### src/rtl/hazard_ctrl_if.sv
// Pipeline-to-hazard-controller bundle: Decode/Execute/Memory status in,
// stall/flush/multicycle control and performance counters out.
interface hazard_ctrl_if;
  logic [4:0]  Rs1D;
  logic [4:0]  Rs2D;
  logic [4:0]  RdE;
  logic        MemReadE;
  logic        PCSrcE;
  logic        MulDivE;
  logic        MulDivDone;
  logic        DMemReadyM;
  logic        CountClr;

  logic        StallF;
  logic        StallD;
  logic        StallE;
  logic        StallM;
  logic        FlushD;
  logic        FlushE;
  logic        FlushW;
  logic        MulDivStart;
  logic        MulDivErr;
  logic [1:0]  CtrlState;
  logic [15:0] StallCount;
  logic [15:0] FlushCount;

  modport master (
    output Rs1D, Rs2D, RdE, MemReadE, PCSrcE, MulDivE, MulDivDone, DMemReadyM, CountClr,
    input  StallF, StallD, StallE, StallM, FlushD, FlushE, FlushW,
           MulDivStart, MulDivErr, CtrlState, StallCount, FlushCount
  );

  modport slave (
    input  Rs1D, Rs2D, RdE, MemReadE, PCSrcE, MulDivE, MulDivDone, DMemReadyM, CountClr,
    output StallF, StallD, StallE, StallM, FlushD, FlushE, FlushW,
           MulDivStart, MulDivErr, CtrlState, StallCount, FlushCount
  );
endinterface

### src/rtl/hazard_ctrl.sv
// Pipeline hazard controller: load-use bubbles, branch flushes, multicycle
// mul/div wait with watchdog, memory-wait freeze, and stall/flush counters.
module hazard_ctrl #(
  parameter int unsigned MD_TIMEOUT = 40
) (
  input  logic          clk,
  input  logic          rst,
  hazard_ctrl_if.slave  hz
);

  typedef enum logic [1:0] {
    RUN      = 2'b00,
    MD_WAIT  = 2'b01,
    MEM_WAIT = 2'b10
  } state_t;

  localparam logic [5:0] WD_LAST = 6'(MD_TIMEOUT - 1);

  state_t      state, state_nxt;
  state_t      ret_state, ret_nxt;
  logic        done_pending, pending_nxt;
  logic [5:0]  wd_cnt, wd_nxt;
  logic        md_err, err_set;
  logic [15:0] stall_cnt, flush_cnt;

  logic stall_f, stall_d, stall_e, stall_m;
  logic flush_d, flush_e, flush_w, md_start;
  logic load_use;

  assign load_use = hz.MemReadE && (hz.RdE != 5'd0) &&
                    ((hz.RdE == hz.Rs1D) || (hz.RdE == hz.Rs2D));

  // NOTE: every signal written here gets a default first, so no path can
  // leave one unassigned and infer a latch.
  always_comb begin
    state_nxt   = state;
    ret_nxt     = ret_state;
    pending_nxt = done_pending;
    wd_nxt      = wd_cnt;
    err_set     = 1'b0;
    stall_f     = 1'b0;
    stall_d     = 1'b0;
    stall_e     = 1'b0;
    stall_m     = 1'b0;
    flush_d     = 1'b0;
    flush_e     = 1'b0;
    flush_w     = 1'b0;
    md_start    = 1'b0;

    unique case (state)
      RUN: begin
        if (!hz.DMemReadyM) begin
          {stall_f, stall_d, stall_e, stall_m, flush_w} = 5'b11111;
          state_nxt = MEM_WAIT;
          ret_nxt   = RUN;
        end else if (hz.PCSrcE) begin
          {flush_d, flush_e} = 2'b11;
        end else if (hz.MulDivE) begin
          md_start = 1'b1;
          {stall_f, stall_d, stall_e} = 3'b111;
          state_nxt   = MD_WAIT;
          wd_nxt      = '0;
          // A completion left over from an abandoned wait must not end the new op.
          pending_nxt = 1'b0;
        end else if (load_use) begin
          {stall_f, stall_d, flush_e} = 3'b111;
        end
      end

      MD_WAIT: begin
        if (!hz.DMemReadyM) begin
          {stall_f, stall_d, stall_e, stall_m, flush_w} = 5'b11111;
          state_nxt = MEM_WAIT;
          ret_nxt   = MD_WAIT;
          if (hz.MulDivDone) pending_nxt = 1'b1;
        end else if (hz.MulDivDone || done_pending) begin
          state_nxt   = RUN;
          pending_nxt = 1'b0;
        end else if (wd_cnt == WD_LAST) begin
          err_set   = 1'b1;
          state_nxt = RUN;
        end else begin
          {stall_f, stall_d, stall_e} = 3'b111;
          wd_nxt = wd_cnt + 6'd1;
        end
      end

      MEM_WAIT: begin
        if (hz.MulDivDone) pending_nxt = 1'b1;
        if (!hz.DMemReadyM) begin
          {stall_f, stall_d, stall_e, stall_m, flush_w} = 5'b11111;
        end else begin
          // Returning to a mul/div wait keeps the front end frozen one more cycle.
          if (ret_state == MD_WAIT) {stall_f, stall_d, stall_e} = 3'b111;
          state_nxt = ret_state;
        end
      end

      default: state_nxt = RUN;
    endcase

    if (!rst) begin
      {stall_f, stall_d, stall_e, stall_m} = 4'b0000;
      {flush_d, flush_e, flush_w, md_start} = 4'b0000;
    end
  end

  // NOTE: sequential state uses non-blocking assignments so every register
  // samples the pre-edge values of the others.
  always_ff @(posedge clk or negedge rst) begin
    if (!rst) begin
      state        <= RUN;
      ret_state    <= RUN;
      done_pending <= 1'b0;
      wd_cnt       <= '0;
      md_err       <= 1'b0;
    end else begin
      state        <= state_nxt;
      ret_state    <= ret_nxt;
      done_pending <= pending_nxt;
      wd_cnt       <= wd_nxt;
      if (err_set) md_err <= 1'b1;
    end
  end

  always_ff @(posedge clk or negedge rst) begin
    if (!rst) begin
      stall_cnt <= '0;
      flush_cnt <= '0;
    end else if (hz.CountClr) begin
      stall_cnt <= '0;
      flush_cnt <= '0;
    end else begin
      if (stall_f && (stall_cnt != 16'hFFFF)) stall_cnt <= stall_cnt + 16'd1;
      if (flush_e && (flush_cnt != 16'hFFFF)) flush_cnt <= flush_cnt + 16'd1;
    end
  end

  assign hz.StallF      = stall_f;
  assign hz.StallD      = stall_d;
  assign hz.StallE      = stall_e;
  assign hz.StallM      = stall_m;
  assign hz.FlushD      = flush_d;
  assign hz.FlushE      = flush_e;
  assign hz.FlushW      = flush_w;
  assign hz.MulDivStart = md_start;
  assign hz.MulDivErr   = md_err;
  assign hz.CtrlState   = state;
  assign hz.StallCount  = stall_cnt;
  assign hz.FlushCount  = flush_cnt;

endmodule

### src/flat_wrapper.sv
// flat-port wrapper written by rule: the top's interface ports become plain ports
module hazard_ctrl_flat 
#(
  parameter int unsigned MD_TIMEOUT = 40
)
  (clk, rst, hz_Rs1D, hz_Rs2D, hz_RdE, hz_MemReadE, hz_PCSrcE, hz_MulDivE, hz_MulDivDone, hz_DMemReadyM, hz_CountClr, hz_StallF, hz_StallD, hz_StallE, hz_StallM, hz_FlushD, hz_FlushE, hz_FlushW, hz_MulDivStart, hz_MulDivErr, hz_CtrlState, hz_StallCount, hz_FlushCount);
  hazard_ctrl_if hz_i ();
  input  logic clk;
  input  logic rst;
  input wire logic [$bits(hz_i.Rs1D)-1:0] hz_Rs1D;
  input wire logic [$bits(hz_i.Rs2D)-1:0] hz_Rs2D;
  input wire logic [$bits(hz_i.RdE)-1:0] hz_RdE;
  input wire logic [$bits(hz_i.MemReadE)-1:0] hz_MemReadE;
  input wire logic [$bits(hz_i.PCSrcE)-1:0] hz_PCSrcE;
  input wire logic [$bits(hz_i.MulDivE)-1:0] hz_MulDivE;
  input wire logic [$bits(hz_i.MulDivDone)-1:0] hz_MulDivDone;
  input wire logic [$bits(hz_i.DMemReadyM)-1:0] hz_DMemReadyM;
  input wire logic [$bits(hz_i.CountClr)-1:0] hz_CountClr;
  output wire logic [$bits(hz_i.StallF)-1:0] hz_StallF;
  output wire logic [$bits(hz_i.StallD)-1:0] hz_StallD;
  output wire logic [$bits(hz_i.StallE)-1:0] hz_StallE;
  output wire logic [$bits(hz_i.StallM)-1:0] hz_StallM;
  output wire logic [$bits(hz_i.FlushD)-1:0] hz_FlushD;
  output wire logic [$bits(hz_i.FlushE)-1:0] hz_FlushE;
  output wire logic [$bits(hz_i.FlushW)-1:0] hz_FlushW;
  output wire logic [$bits(hz_i.MulDivStart)-1:0] hz_MulDivStart;
  output wire logic [$bits(hz_i.MulDivErr)-1:0] hz_MulDivErr;
  output wire logic [$bits(hz_i.CtrlState)-1:0] hz_CtrlState;
  output wire logic [$bits(hz_i.StallCount)-1:0] hz_StallCount;
  output wire logic [$bits(hz_i.FlushCount)-1:0] hz_FlushCount;
  assign hz_i.Rs1D = hz_Rs1D;
  assign hz_i.Rs2D = hz_Rs2D;
  assign hz_i.RdE = hz_RdE;
  assign hz_i.MemReadE = hz_MemReadE;
  assign hz_i.PCSrcE = hz_PCSrcE;
  assign hz_i.MulDivE = hz_MulDivE;
  assign hz_i.MulDivDone = hz_MulDivDone;
  assign hz_i.DMemReadyM = hz_DMemReadyM;
  assign hz_i.CountClr = hz_CountClr;
  assign hz_StallF = hz_i.StallF;
  assign hz_StallD = hz_i.StallD;
  assign hz_StallE = hz_i.StallE;
  assign hz_StallM = hz_i.StallM;
  assign hz_FlushD = hz_i.FlushD;
  assign hz_FlushE = hz_i.FlushE;
  assign hz_FlushW = hz_i.FlushW;
  assign hz_MulDivStart = hz_i.MulDivStart;
  assign hz_MulDivErr = hz_i.MulDivErr;
  assign hz_CtrlState = hz_i.CtrlState;
  assign hz_StallCount = hz_i.StallCount;
  assign hz_FlushCount = hz_i.FlushCount;
  hazard_ctrl #(.MD_TIMEOUT(MD_TIMEOUT)) u_core (.clk(clk), .rst(rst), .hz(hz_i));
endmodule
### config.mk
export PLATFORM = sky130hd
export DESIGN_NAME = hazard_ctrl_flat
export DESIGN_NICKNAME = d
export VERILOG_FILES = /design/src/rtl/hazard_ctrl_if.sv /design/src/rtl/hazard_ctrl.sv /design/src/flat_wrapper.sv
export SDC_FILE = /design/constraint.sdc
export NUM_CORES = 1
export LEC_CHECK = 0
export CAP_MARGIN = 20
export CORE_AREA = 2 2 77 79
export CTS_CLUSTER_DIAMETER = 60
export DETAILED_ROUTE_END_ITERATION = 6
export DIE_AREA = 0 0 79 81
export PLACE_DENSITY = 0.78
export SYNTH_ARGS = -nofsm -noshare
export SYNTH_HDL_FRONTEND = slang
export SYNTH_SLANG_ARGS = --single-unit
### constraint.sdc
create_clock -name clk -period 3.65 [get_ports clk]
set_clock_uncertainty 0.2 [all_clocks]
set_input_delay 1.095 -clock clk [delete_from_list [all_inputs] [get_ports clk]]
set_output_delay 1.095 -clock clk [all_outputs]
set_load 0.005 [all_outputs]
==> results.rst <==
.. list-table::
   :header-rows: 1

   * - Metric
     - Value
   * - Status
     - finished, final reports clean
   * - Chip Height
     - 81 um
   * - Average wire length per cell after detail routing
     - 14.3 um
   * - Finished Core Util
     - 65.5%
   * - Switching power share of the total
     - 31.5%
   * - Total net switching power
     - 0.448 mW
   * - Part of the power in combinational logic
     - 33.7%
   * - First DRT Iteration DRCs
     - 126
   * - I/O pin total
     - 66
   * - Initial core utilization
     - 47.3%
   * - Category of cells accounting for the largest share of critical-path delay
     - simple AND/OR/NAND/NOR gates
   * - Part of the total power dissipated in sequential elements
     - 38.3%
   * - Aggregate global routing overflow
     - 0
   * - Cell count after synthesis
     - 289
   * - DR vias/cell
     - 5.39
   * - Via count of the first global-routing pass
     - 2,426
   * - Pwr per Cell Area
     - 383 nW/um^2
   * - Floorplan row count
     - 28
   * - Total length of routed wires
     - 6500 um
   * - Crit path max fanout
     - 3
   * - Adder and majority gate portion of the synthesized area
     - 3.26%
   * - Initial antenna violation count
     - 0
   * - Final weighted congestion of routability-driven global placement
     - 0.817
   * - Critical Path Start
     - hz_RdE[4]
   * - Cell area after synthesis
     - 2690 um^2
   * - Wire length of the first global-routing pass
     - 10,800 um
   * - Number of detailed-route iterations in the first pass
     - 4
   * - RSZ-0062 raised after global routing
     - yes
   * - Peak VDD IR
     - 0.196 mV
   * - Proportion of power drawn by the clock network
     - 28.1%
   * - Input/output buffers
     - 65
   * - Number of cells after detailed placement
     - 440
   * - Combinational family with the most area after synthesis
     - simple AND/OR/NAND/NOR gates
   * - Detailed-placement wirelength estimate
     - 4770 um
   * - Stage delay of the slowest cell on the critical path
     - 0.45 ns
   * - Top cell by count, worst path
     - sky130_fd_sc_hd__nor2_2
   * - Pre-CTS setup slack
     - -0.693 ns
   * - Final Slew Violations
     - 0
   * - Sum Neg Setup Slack
     - 0 ns
   * - # Max-Cap Violations
     - 0
   * - Drc violations
     - 0
   * - Count of yosys warnings during synthesis
     - 0
   * - Commonest cells after routing, fill and taps aside
     - sky130_fd_sc_hd__clkdlybuf4s50_1, sky130_fd_sc_hd__dfrtp_1, sky130_fd_sc_hd__nor2_1
   * - Worst path setup slack after routing
     - 0.00951 ns
   * - Pin count of the biggest net entering global routing
     - 44
   * - Post-synth EDFFs
     - 0
   * - Via count of the routed design
     - 2,457
   * - Count of state elements after synthesis
     - 43
   * - TritonCTS clock tree
     - done
   * - Hold path startpoint
     - u_core.hz.MulDivErr
   * - RR Startpoint
     - u_core.hz.CtrlState[1]
   * - All-layer global routing usage
     - 21.2%
   * - Distinct cells, synth
     - 48
   * - Slew at the pin closest to its max-slew limit
     - 0.662 ns
   * - Static Leak
     - 1.56 nW
   * - H-Tree Depth
     - 2
   * - Total count of hold-check failures in the final report
     - 0
   * - Time the final worst path needs with I/O delays and setup
     - 3.64 ns
   * - Xor and xnor area share after synthesis
     - 10.4%
   * - Mean instance size in the synthesized netlist
     - 9.30 um^2
   * - Multiplexer area fraction after synthesis
     - 2.84%
   * - Worst endpoint data arrival time
     - 2.35 ns
   * - Area of the die
     - 6400 um^2
   * - Reg-to-reg slack, setup
     - 0.83 ns
   * - Ratio of final minimum period to clock period
     - 99.7%
   * - Bufs on Longest Clock Path
     - 2
   * - Kind of capture point of the worst setup path
     - output pin
   * - # diodes
     - 0
   * - Clock transition at the registers of the reported paths
     - 0.08 ns
   * - Core outline area
     - 5680 um^2
   * - Most instantiated flip-flop cell in the synthesis netlist
     - sky130_fd_sc_hd__dfrtp_1
   * - Layout cell share with drive strength beyond 1
     - 20.7%
   * - Sequential fraction of the synthesis area
     - 40.1%
   * - Normalized max-slew margin
     - 55.5%
   * - Bufs and invs on worst path
     - 2
   * - Critical-path top delay cell
     - sky130_fd_sc_hd__or4_4
   * - Element type at the critical path start
     - primary input
   * - Maximum clock frequency
     - 0.275 GHz
   * - Final setup violating endpoints
     - 0
   * - Number of antenna-violating nets in the routed design
     - 0
   * - Critical Path RT
     - 2.35 ns
   * - Post-synthesis async set-or-reset flop share
     - 100%
   * - Area fraction in compound gates after synthesis
     - 10.9%
   * - Classification of the worst-slack hold path
     - reg -> reg
   * - Critical Path, Cell by Cell
     - clkdlybuf4s15_1 > or4_4 > o21ai_4 > nor2_2 > a21oi_4 > nor2_2 > buf_2
   * - Cell Count, Final, Fillers Out
     - 456
   * - Overall die width
     - 79 um
   * - Final net count
     - 410
   * - Design internal power
     - 0.977 mW
   * - Num CTS Buffers
     - 5
   * - CTS sink count
     - 43
   * - Number of hold buffers added after cts
     - 0
   * - Critical path start-end classification
     - in -> out
   * - Clock root buffer
     - sky130_fd_sc_hd__clkbuf_8
   * - Post-synthesis share of cell area spent on and, or, nand and nor gates
     - 27.9%
   * - Clock network latency to the later pin of the worst-skew pair
     - 0.30 ns
   * - Number of nets produced by synthesis
     - 319
   * - Area growth, synth to finish
     - 38.5%
## cell type report
class,count,area (um^2)
clock buffers,6,82.6
clock inverters,2,38.8
fillers,487,1960
inverters,8,30.0
multi-input cells,224,1540
flip-flops and latches,43,1080
well taps,75,93.8
repair buffers,98,861
## power by group through the flow
stage	clock network, mW	logic [mW]	registers, mW
after global placement	0	0.455	0.551
final	0.400	0.479	0.546
after detailed placement	0	0.466	0.554
after floorplan	0	0.276	0.549
after CTS	0.407	0.479	0.546
after global routing	0.425	0.529	0.550
## worst paths after layout
check | endpoint | depth (start not counted)
min | u_core.hz.MulDivErr | 1
max reg2reg | u_core.hz.StallCount[8] | 10
min reg2reg | u_core.hz.MulDivErr | 1
max | hz_FlushE | 7
min in group asynchronous | u_core.hz.CtrlState[0] | 3
max in group asynchronous | u_core.hz.FlushCount[8] | 3
## Yosys cell counts, drive strengths merged (3+ instances only)
library cell / instances / area (um^2)
nor2b: 5 / 31.3
xnor2: 28 / 245
clkbuf: 7 / 28.8
nand2b: 4 / 25.0
nor3: 14 / 85.1
nand2: 25 / 93.8
nand4: 7 / 43.8
a41o: 3 / 41.3
or3: 9 / 56.3
buf: 7 / 65.1
xor2: 4 / 35.0
a21oi: 14 / 81.3
nor4: 4 / 52.6
mux2: 5 / 56.3
o21ai: 16 / 83.8
and3: 9 / 71.3
nand3: 16 / 80.1
nor2: 38 / 145
dfrtp: 43 / 1080
inv: 8 / 30.0
ha: 7 / 87.6
## sequential cells by signal, indices dropped and copies added (netlist names)
name	count
u_core.hz.FlushCount	16
u_core.hz.CtrlState	2
u_core.ret_state	1
u_core.hz.MulDivErr	1
u_core.done_pending	1
u_core.wd_cnt	6
u_core.hz.StallCount	16
## repair_timing
item | in CTS | in global routing
pin swaps | 17 | 6
resized for setup | 54 | 3
buffers inserted | 8 | 0
endpoints found under the setup margin | 6 | 6
## logic make-up (layout without fill, tap and decap cells)
group	after synthesis	count (layout)
compound gates	40	40
xor+xnor	32	32
fa+ha+maj	7	7
buf+inv	22	114
flops	43	43
mux	7	7
simple gates	138	138
## layer usage
layer | vias to the layer above | share of wire (%) | global-route usage [%]
met4 | 0 | 1.8 | 6.55
met2 | 71 | 54 | 40.4
li1 | 1182 | - | -
met1 | 1195 | 41 | 23.9
met5 | - | 0 | 0
met3 | 9 | 4.1 | 3.78
## metrics by stage
step | power, mW | hold WS, ns | cell area [um^2]
global route | 1.50 | 0.329 | 3720
finish | 1.42 | 0.295 | 3720
CTS | 1.43 | 0.298 | 3710
floorplan | 0.825 | 0.260 | 2690
global placement | 1.01 | 0.267 | 3530
detailed placement | 1.02 | 0.279 | 3530
No activity file was read; power rests on OpenSTA's default activity.
